File: config.mk
export PLATFORM = sky130hd
export DESIGN_NAME = dut_query_sequencer
export DESIGN_NICKNAME = d
export VERILOG_FILES = /design/src/rtl/dut_query_pkg.sv /design/src/rtl/dut_query_capture.sv /design/src/rtl/dut_query_sequencer.sv
export SDC_FILE = /design/constraint.sdc
export NUM_CORES = 1
export LEC_CHECK = 0
export CORE_MARGIN = 2
export CORE_UTILIZATION = 54
export CTS_BUF_LIST = sky130_fd_sc_hd__clkbuf_16
export CTS_CLUSTER_DIAMETER = 100
export DETAILED_ROUTE_END_ITERATION = 8
export PLACE_DENSITY = 0.91
export SETUP_SLACK_MARGIN = 0.15
export SYNTH_ARGS = -nofsm -noshare
export SYNTH_HDL_FRONTEND = slang
export SYNTH_SLANG_ARGS = --single-unit
export TNS_END_PERCENT = 10
File: constraint.sdc
create_clock -name clk -period 8 [get_ports clk]
set_input_delay 2.4 -clock clk [delete_from_list [all_inputs] [get_ports clk]]
set_output_delay 2.4 -clock clk [all_outputs]
set_load 0.03 [all_outputs]
File: src/rtl/dut_query_pkg.sv
// rtl/dut_query_pkg.sv - shared widths, state encoding and bus layout for the DUT query sequencer
package dut_query_pkg;

    localparam int PI_W_DEF  = 36;
    localparam int KEY_W_DEF = 15;
    localparam int PO_W_DEF  = 7;
    localparam int REP_W_DEF = 8;

    // Bit position of the key field inside the DUT input bus {key, pattern}.
    localparam int KEY_LSB = PI_W_DEF;

    typedef enum logic [1:0] {
        IDLE  = 2'd0,
        BASE  = 2'd1,
        APPLY = 2'd2,
        RESP  = 2'd3
    } state_t;

endpackage

File: src/rtl/dut_query_capture.sv
// rtl/dut_query_capture.sv - first-capture register and sticky mismatch compare on DUT outputs
// Optional 2-flop input synchronizer under DUT_QUERY_CAPTURE_SYNC_EN.
module dut_query_capture
    import dut_query_pkg::*;
#(
    parameter int W = PO_W_DEF
) (
    input  logic         clk,
    input  logic         rst,
    input  logic         clear_i,
    input  logic         sample_i,
    input  logic [W-1:0] data_i,
    output logic [W-1:0] data_o,
    output logic         mismatch_o
);

    logic [W-1:0] cap_data;
    logic [W-1:0] data_q;
    logic         mismatch_q;
    logic         have_first_q;

`ifdef DUT_QUERY_CAPTURE_SYNC_EN
    logic [W-1:0] sync1_q;
    logic [W-1:0] sync2_q;

    always_ff @(posedge clk or posedge rst) begin
        if (rst) begin
            sync1_q <= '0;
            sync2_q <= '0;
        end else begin
            sync1_q <= data_i;
            sync2_q <= sync1_q;
        end
    end

    assign cap_data = sync2_q;
`else
    assign cap_data = data_i;
`endif

    always_ff @(posedge clk or posedge rst) begin
        if (rst) begin
            data_q       <= '0;
            mismatch_q   <= 1'b0;
            have_first_q <= 1'b0;
        end else if (clear_i) begin
            mismatch_q   <= 1'b0;
            have_first_q <= 1'b0;
        end else if (sample_i) begin
            if (!have_first_q) begin
                data_q       <= cap_data;
                have_first_q <= 1'b1;
            end else if (cap_data != data_q) begin
                mismatch_q <= 1'b1;
            end
        end
    end

    assign data_o     = data_q;
    assign mismatch_o = mismatch_q;

endmodule

File: src/rtl/dut_query_sequencer.sv
// rtl/dut_query_sequencer.sv - baseline/apply/capture sequencer for the key-locked 51-in/7-out DUT
// DUT_QUERY_CAPTURE_SYNC_EN: synchronize DUT outputs and stretch APPLY by two cycles.
module dut_query_sequencer
    import dut_query_pkg::*;
#(
    parameter int PI_W   = PI_W_DEF,
    parameter int KEY_W  = KEY_W_DEF,
    parameter int PO_W   = PO_W_DEF,
    parameter int SETTLE = 4,
    parameter int REP_W  = REP_W_DEF
) (
    input  logic                  clk,
    input  logic                  rst,
    input  logic                  cfg_key_we,
    input  logic [KEY_W-1:0]      cfg_key,
    input  logic                  req_valid,
    output logic                  req_ready,
    input  logic [PI_W-1:0]       req_pattern,
    input  logic [REP_W-1:0]      req_repeat,
    output logic [PI_W+KEY_W-1:0] dut_inputs,
    input  logic [PO_W-1:0]       dut_outputs,
    output logic                  rsp_valid,
    input  logic                  rsp_ready,
    output logic [PO_W-1:0]       rsp_data,
    output logic                  rsp_mismatch,
    output logic                  trig,
    output logic                  busy
);

    if (SETTLE < 1 || SETTLE > 255) begin : g_bad_settle
        $error("dut_query_sequencer: SETTLE must be in 1..255");
    end

    localparam int CNT_W = 9;
`ifdef DUT_QUERY_CAPTURE_SYNC_EN
    localparam int APPLY_LEN = SETTLE + 2;
`else
    localparam int APPLY_LEN = SETTLE;
`endif
    localparam logic [CNT_W-1:0] BASE_LOAD  = CNT_W'(SETTLE - 1);
    localparam logic [CNT_W-1:0] APPLY_LOAD = CNT_W'(APPLY_LEN - 1);

    state_t               state_q;
    logic [CNT_W-1:0]     cnt_q;
    logic [REP_W-1:0]     rem_q;
    logic [PI_W-1:0]      pattern_q;
    logic [PI_W-1:0]      pi_q;
    logic [KEY_W-1:0]     key_shadow_q;
    logic [KEY_W-1:0]     key_active_q;
    logic                 trig_q;
    logic                 busy_q;
    logic                 req_ready_q;
    logic                 rsp_valid_q;

    logic                 accept;
    logic                 sample;

    assign accept = (state_q == IDLE) && req_valid;
    assign sample = (state_q == APPLY) && (cnt_q == '0);

    always_ff @(posedge clk or posedge rst) begin
        if (rst) begin
            state_q      <= IDLE;
            cnt_q        <= '0;
            rem_q        <= '0;
            pattern_q    <= '0;
            pi_q         <= '0;
            key_shadow_q <= '0;
            key_active_q <= '0;
            trig_q       <= 1'b0;
            busy_q       <= 1'b0;
            req_ready_q  <= 1'b1;
            rsp_valid_q  <= 1'b0;
        end else begin
            // Shadow updates never race the active key: acceptance copies the old value.
            if (cfg_key_we) begin
                key_shadow_q <= cfg_key;
            end
            trig_q <= 1'b0;
            case (state_q)
                IDLE: begin
                    if (req_valid) begin
                        pattern_q    <= req_pattern;
                        rem_q        <= (req_repeat == '0) ? REP_W'(1) : req_repeat;
                        key_active_q <= key_shadow_q;
                        cnt_q        <= BASE_LOAD;
                        pi_q         <= '0;
                        state_q      <= BASE;
                        req_ready_q  <= 1'b0;
                        busy_q       <= 1'b1;
                    end
                end
                BASE: begin
                    if (cnt_q == '0) begin
                        cnt_q   <= APPLY_LOAD;
                        pi_q    <= pattern_q;
                        trig_q  <= 1'b1;
                        state_q <= APPLY;
                    end else begin
                        cnt_q <= cnt_q - 1'b1;
                    end
                end
                APPLY: begin
                    if (cnt_q == '0) begin
                        rem_q <= rem_q - 1'b1;
                        pi_q  <= '0;
                        if (rem_q == REP_W'(1)) begin
                            state_q     <= RESP;
                            rsp_valid_q <= 1'b1;
                        end else begin
                            cnt_q   <= BASE_LOAD;
                            state_q <= BASE;
                        end
                    end else begin
                        cnt_q <= cnt_q - 1'b1;
                    end
                end
                RESP: begin
                    if (rsp_ready) begin
                        state_q     <= IDLE;
                        rsp_valid_q <= 1'b0;
                        busy_q      <= 1'b0;
                        req_ready_q <= 1'b1;
                    end
                end
                default: begin
                    state_q <= IDLE;
                end
            endcase
        end
    end

    dut_query_capture #(
        .W (PO_W)
    ) u_capture (
        .clk        (clk),
        .rst        (rst),
        .clear_i    (accept),
        .sample_i   (sample),
        .data_i     (dut_outputs),
        .data_o     (rsp_data),
        .mismatch_o (rsp_mismatch)
    );

    assign dut_inputs = {key_active_q, pi_q};
    assign req_ready  = req_ready_q;
    assign rsp_valid  = rsp_valid_q;
    assign trig       = trig_q;
    assign busy       = busy_q;

endmodule

# ---- Yosys cells after proc, flatten, opt, wreduce, memory -nomap -nowiden
# Cells that the tools add are included.
# W data, S select, Z words.
dict set report classes {
  addsub 2
  n_eq_ne 11
  muxes 36
  bitwise 2
  reduce_logical 21
}
# op n
set op_table {}
lappend op_table {{$mux W36} 3}
lappend op_table {{$pmux W36 S3} 1}
lappend op_table {{$mux W9} 4}
lappend op_table {{$pmux W9 S3} 1}
lappend op_table {{$mux W8} 3}
lappend op_table {{$pmux W8 S2} 1}
lappend op_table {{$reduce_and A3 Y1} 5}
lappend op_table {{$mux W1} 14}
lappend op_table {{$reduce_and A4 Y1} 3}
lappend op_table {{$reduce_bool A2 Y1} 6}
lappend op_table {{$mux W2} 5}
lappend op_table {{$logic_not A9 Y1} 1}
lappend op_table {{$sub A9 B1 Y9 const B} 1}
lappend op_table {{$eq A8 B1 Y1 const B} 1}
lappend op_table {{$logic_not A8 Y1} 1}
lappend op_table {{$pmux W2 S4} 1}
lappend op_table {{$sub A8 B1 Y8 const B} 1}
lappend op_table {{$ne A7 B7 Y1} 1}
lappend op_table {{$ne A2 B2 Y1 const B} 3}
lappend op_table {{$pmux W1 S2} 3}
lappend op_table {{$eq A2 B2 Y1 const B} 2}
lappend op_table {{$ne A2 B1 Y1 const B} 2}
lappend op_table {{$ne A3 B3 Y1 const B} 1}
lappend op_table {{$reduce_bool A3 Y1} 1}
lappend op_table {{5 further kinds} 7}
dict set report word_totals {
  regBits 134
  input_bits 71
  output_inout_bits 63
  word_cells 86
}

# ---- Longest topological paths before layout
dict set report logic_depth {
  word_depth 5
  ltp_mapped 10
  mapped_depth_nobuf 6
}

# ---- Hierarchy
# Synthesis repeated with hierarchy kept, for this count alone.
dict set report hier_totals {
  cells_unflattened 504
  area_unflattened_um2 5894.4
}
# mod n_inst cells_per_inst area_per_inst_um2 seq_area_each_um2
set modules_own_cells {}
lappend modules_own_cells {dut_query_sequencer 1 473 5474.0 3129.3}
lappend modules_own_cells {dut_query_capture 1 31 420.4 225.2}

# ---- Worst setup path before layout
# No wires, ideal clock.
dict set report synth_timing {
  path_type {input-to-reg}
  start {in req_valid}
  end {reg key_active_q[0]}
  arrival_ns 3.457
  required_ns 7.875
  setup_slack_ns 4.418
  cell_stages 4
  n_path_buf 2
  path_cell_list {nand2_1 clkbuf_1 buf_1 mux2_2}
}
dict set report synth_via {
  elab_chain_cells 1
}
# element line_no
set synth_rtl {}
lappend synth_rtl {{start: declaration} dut_query_sequencer.sv:16} ;# input logic req_valid,
lappend synth_rtl {{$reduce_and A2 Y1 (no source line)} n/a}
lappend synth_rtl {{end signal: assignment} dut_query_sequencer.sv:85} ;# key_active_q <= key_shadow_q;
lappend synth_rtl {{end: declaration} dut_query_sequencer.sv:49} ;# logic [KEY_W-1:0] key_active_q;
# No other way between the ends.
# A chain may end at the register's enable or synchronous reset.

# ---- Worst setup path after layout
dict set report layout_timing {
  start {in req_valid}
  end {reg pi_q[33]}
}
dict set report layout_via {
  elab_chain_cells 2
}
# element line_no
set layout_rtl {}
lappend layout_rtl {{$ne A2 B2 Y1 (no source line)} n/a}
lappend layout_rtl {{$reduce_and A4 Y1 (no source line)} n/a}
lappend layout_rtl {{end signal: assignment} dut_query_sequencer.sv:96} ;# pi_q <= pattern_q;
lappend layout_rtl {{end: declaration} dut_query_sequencer.sv:47} ;# logic [PI_W-1:0] pi_q;
# No other way between the ends.

==> impl_results.md <==
- Status: completed
- Die Wd: 108.6 microns
- Met3 usage: a little under 8%
- DR WL/cell: ~18 microns
- Clock insertion delay at the later pin of the skew report: slightly above 0.4 ns
- Input/output buffers: roughly 130
- Final Cycle Share: about three fifths
- Rows: 38
- Post-synthesis async set-or-reset flop share: 100.0%
- CP arrival: just over 5 ns
- Routed wire length: roughly 14,000 microns
- Leak pwr: ~3.2 nW
- Chip Height: 108.6 microns
- Clock buffer depth: 2
- Syn. warnings: 0
- Initial antenna violation count: 0
- Least-Margin Pin Slew: about 1.2 ns
- R2r setup slk: approximately 4.8 ns
- Final hold violation count: 0
- TritonCTS clock tree: yes
- Synth Register Bits: between 100 and 150
- CP Launch Type: input pin
- CTS Root Cell: clkbuf_16
- Clk slew on worst S/H paths: approximately 0.06 ns
- Max_slew headroom: 16.79%
- Detailed Routing Iterations Pass 1: 7
- Post-synth top area share: roughly 56%
- GR met2 Demand/Resource: a little over two fifths
- ANT nets after route: 0
- Hold buffer count at CTS: 0
- Final net count: around 710
- TritonCTS Sinks: 134
- Post-Syn Instances: ~500
- H-Tree Depth: 4
- Crit end category: flip-flop
- Main synth FF type: dfrtp_1
- Largest net degree at the start of global routing: a little over 70
- Final Critical Period: around 4.9 ns
- Die area: between 0.01 and 0.015 sq mm
- Crit path to: pi_q[33]
- Post-cts resize count: 0
- Unique masters post-synth: 53
- VDD IR max: 237.1 uV
- Io pins: around 130
- CTS Buf Count: 17
- Vias per cell: 5.797
- Setup TNS: 0 ns
- Final setup fails: 0
- Area Growth Syn to Fin: 33.31%
- EDFF count, synth: 0
- Syn Nets: around 580
- Netlist Area Pre-Place: between 0.005 and 0.006 sq mm
- HPWL Detailed: roughly 9300 microns
- Drt initial violations: ~220
- Via count: 4,522
- Worst R2R End: pi_q[33]
- Crit Reg-Reg Startpoint: state_q[0]
- FF-to-FF path depth: 7
- Layout cell share with drive strength beyond 1: 19.06%
- GRT busiest layer: met2
- Max Fclk: just over 200 MHz
- Synth area leader: dfrtp_1
- Vias in the first global route: ~4,700
- Setup CP Type: input pin to flip-flop
- GRT Total Usage: 25.27%
- RSZ-0062 raised after global routing: no
- # Post-CTS Setup Buffers: 0
- Pwr dens: 388.7 mW/mm^2
- Core Area: 0.01075 sq mm
- HP Class: flip-flop to flip-flop
- Initial Utilization: 54.98%
- GP Congestion: between 0.8 and 0.9
- Met1 Use GR: slightly above 30%
- CP max FO: 41
- Clock Skew: about 0.0062 ns
- Worst EP required: roughly 8.2 ns
- # DRC: 0
- Fin. max-slew vios: 0
- ANT cells: 0
- Syn Area/Cell: ~12 sq um
- Crit. Startpoint: req_valid
- Worst hold slack: 0.5004 ns
- GR Overflow Total: 0
- Post-synthesis sequential area ratio: a little under three fifths
- First-pass GRT wire length: approximately 23,000 microns
- Max Cap Viol: 0
- Synth area leaders: dfrtp_1 56%, mux2_2 14%, nand4_1 4.4%
==> cell families (layout without fill, tap and decap cells) <==
family	Yosys count	after routing	synth area share, %
AOI/OAI and AO/OA	95	95	9.466
xor gates and xnor gates	8	8	1.186
adders and majority gates	9	9	1.906
buffers and inverters	81	219	5.570
DFF	134	134	56.78
muxes	74	74	14.10
and+or+nand+nor	101	101	10.99
==> metrics by stage <==
| stage | area (sq um) | util [%] | setup slack, ns | instances | total power, mW |
|---|---|---|---|---|---|
| floorplan | 5908 | - | 2.019 | 502 | 1.887 |
| global placement | 7315 | 68.07 | 2.943 | 749 | 2.239 |
| detailed placement | 7315 | 68.07 | 2.715 | 749 | 2.303 |
| CTS | 7876 | 73.30 | 3.117 | 780 | 3.059 |
| global route | 7876 | 73.30 | 2.876 | 780 | 3.211 |
| finish | 7876 | 73.30 | 3.074 | 780 | 3.061 |
==> how the worst min path moves through the flow <==
stage	slack, ns	startpoint	cells past startpoint	end
6_report	0.50	key_shadow_q[7]	1	key_shadow_q[7]
5_1_grt	0.52	key_shadow_q[7]	1	key_shadow_q[7]
4_1_cts	0.50	key_active_q[5]	1	key_active_q[5]
3_5_place_dp	0.49	key_shadow_q[7]	1	key_shadow_q[7]
3_3_place_gp	0.49	key_shadow_q[8]	1	key_active_q[8]
2_1_floorplan	0.47	cnt_q[0]	1	cnt_q[0]
==> state kept, by name, summed over array words and instances (netlist names), 2 cells and up <==
register,count
key_shadow_q,15
state_q,2
cnt_q,9
key_active_q,15
rem_q,8
pattern_q,36
pi_q,36
u_capture.data_o,7
==> layer usage <==
layer  up-vias  part of all wire (%)
li1       2035                     -
met3        27                   7.4
met5         -                     0
met1      2266                    39
met4         0                   2.2
met2       194                    52
==> area by class of cell <==
class | instances | area [sq um]
clock buffer | 17 | 425.4
inverter | 51 | 193.9
timing repair buffer | 137 | 1361
multi-input combinational | 287 | 2230
tap | 140 | 175.2
fill | 712 | 2869
sequential | 134 | 3354
clock inverter | 14 | 136.4
==> cells in the final DEF (no fill, tap or decap), types with 3 or more instances in the layout <==
| cell type | n |
|---|---|
| dfrtp_1 | 133 |
| clkdlybuf4s50_1 | 133 |
| mux2_2 | 74 |
| o21ai_0 | 52 |
| inv_1 | 49 |
| nand4_1 | 42 |
| clkbuf_16 | 17 |
| a21oi_1 | 14 |
| nand2_1 | 9 |
| ha_1 | 9 |
| nor2_1 | 6 |
| clkinvlp_4 | 6 |
| nand3_1 | 5 |
| nor4_1 | 5 |
| nor3_1 | 5 |
| xnor2_1 | 5 |
| nand2b_1 | 4 |
| nor2b_1 | 4 |
| a31oi_1 | 4 |
| o22ai_1 | 4 |
| buf_4 | 4 |
| clkinv_1 | 3 |
| or3_1 | 3 |
| a2bb2oi_1 | 3 |
| xor2_1 | 3 |
| clkinv_2 | 3 |
==> where the power goes <==
group          leakage (nW)  internal (mW)  total [mW]  switching [mW]
Combinational          1.32          0.516        1.22           0.707
Sequential             1.67          0.923        1.10           0.177
Clock                 0.258          0.452       0.738           0.286
Total                  3.24           1.89        3.06            1.17
==> synth_stat cells, drive strengths merged, types with 2 or more instances <==
cell type	count
a2111oi	2
a21boi	2
a21oi	14
a221o	2
a2bb2oi	3
a31oi	4
and2	3
and3	3
buf	18
clkbuf	12
dfrtp	133
ha	9
inv	50
mux2	74
nand2	11
nand2b	4
nand3	5
nand4	42
nor2	6
nor2b	5
nor3	5
nor3b	2
nor4	6
nor4b	3
o211ai	2
o21a	2
o21ai	52
o22ai	4
or3	3
xnor2	5
xor2	3
==> worst max-delay path, cell delays in order <==
cell and delay, ns:
clkdlybuf4s50_1 0.64, nand2b_1 0.27, and2_1 0.16, buf_4 0.38
nor2b_2 1.06, o21ai_0 0.24
Power figures use the tool's default switching activity.
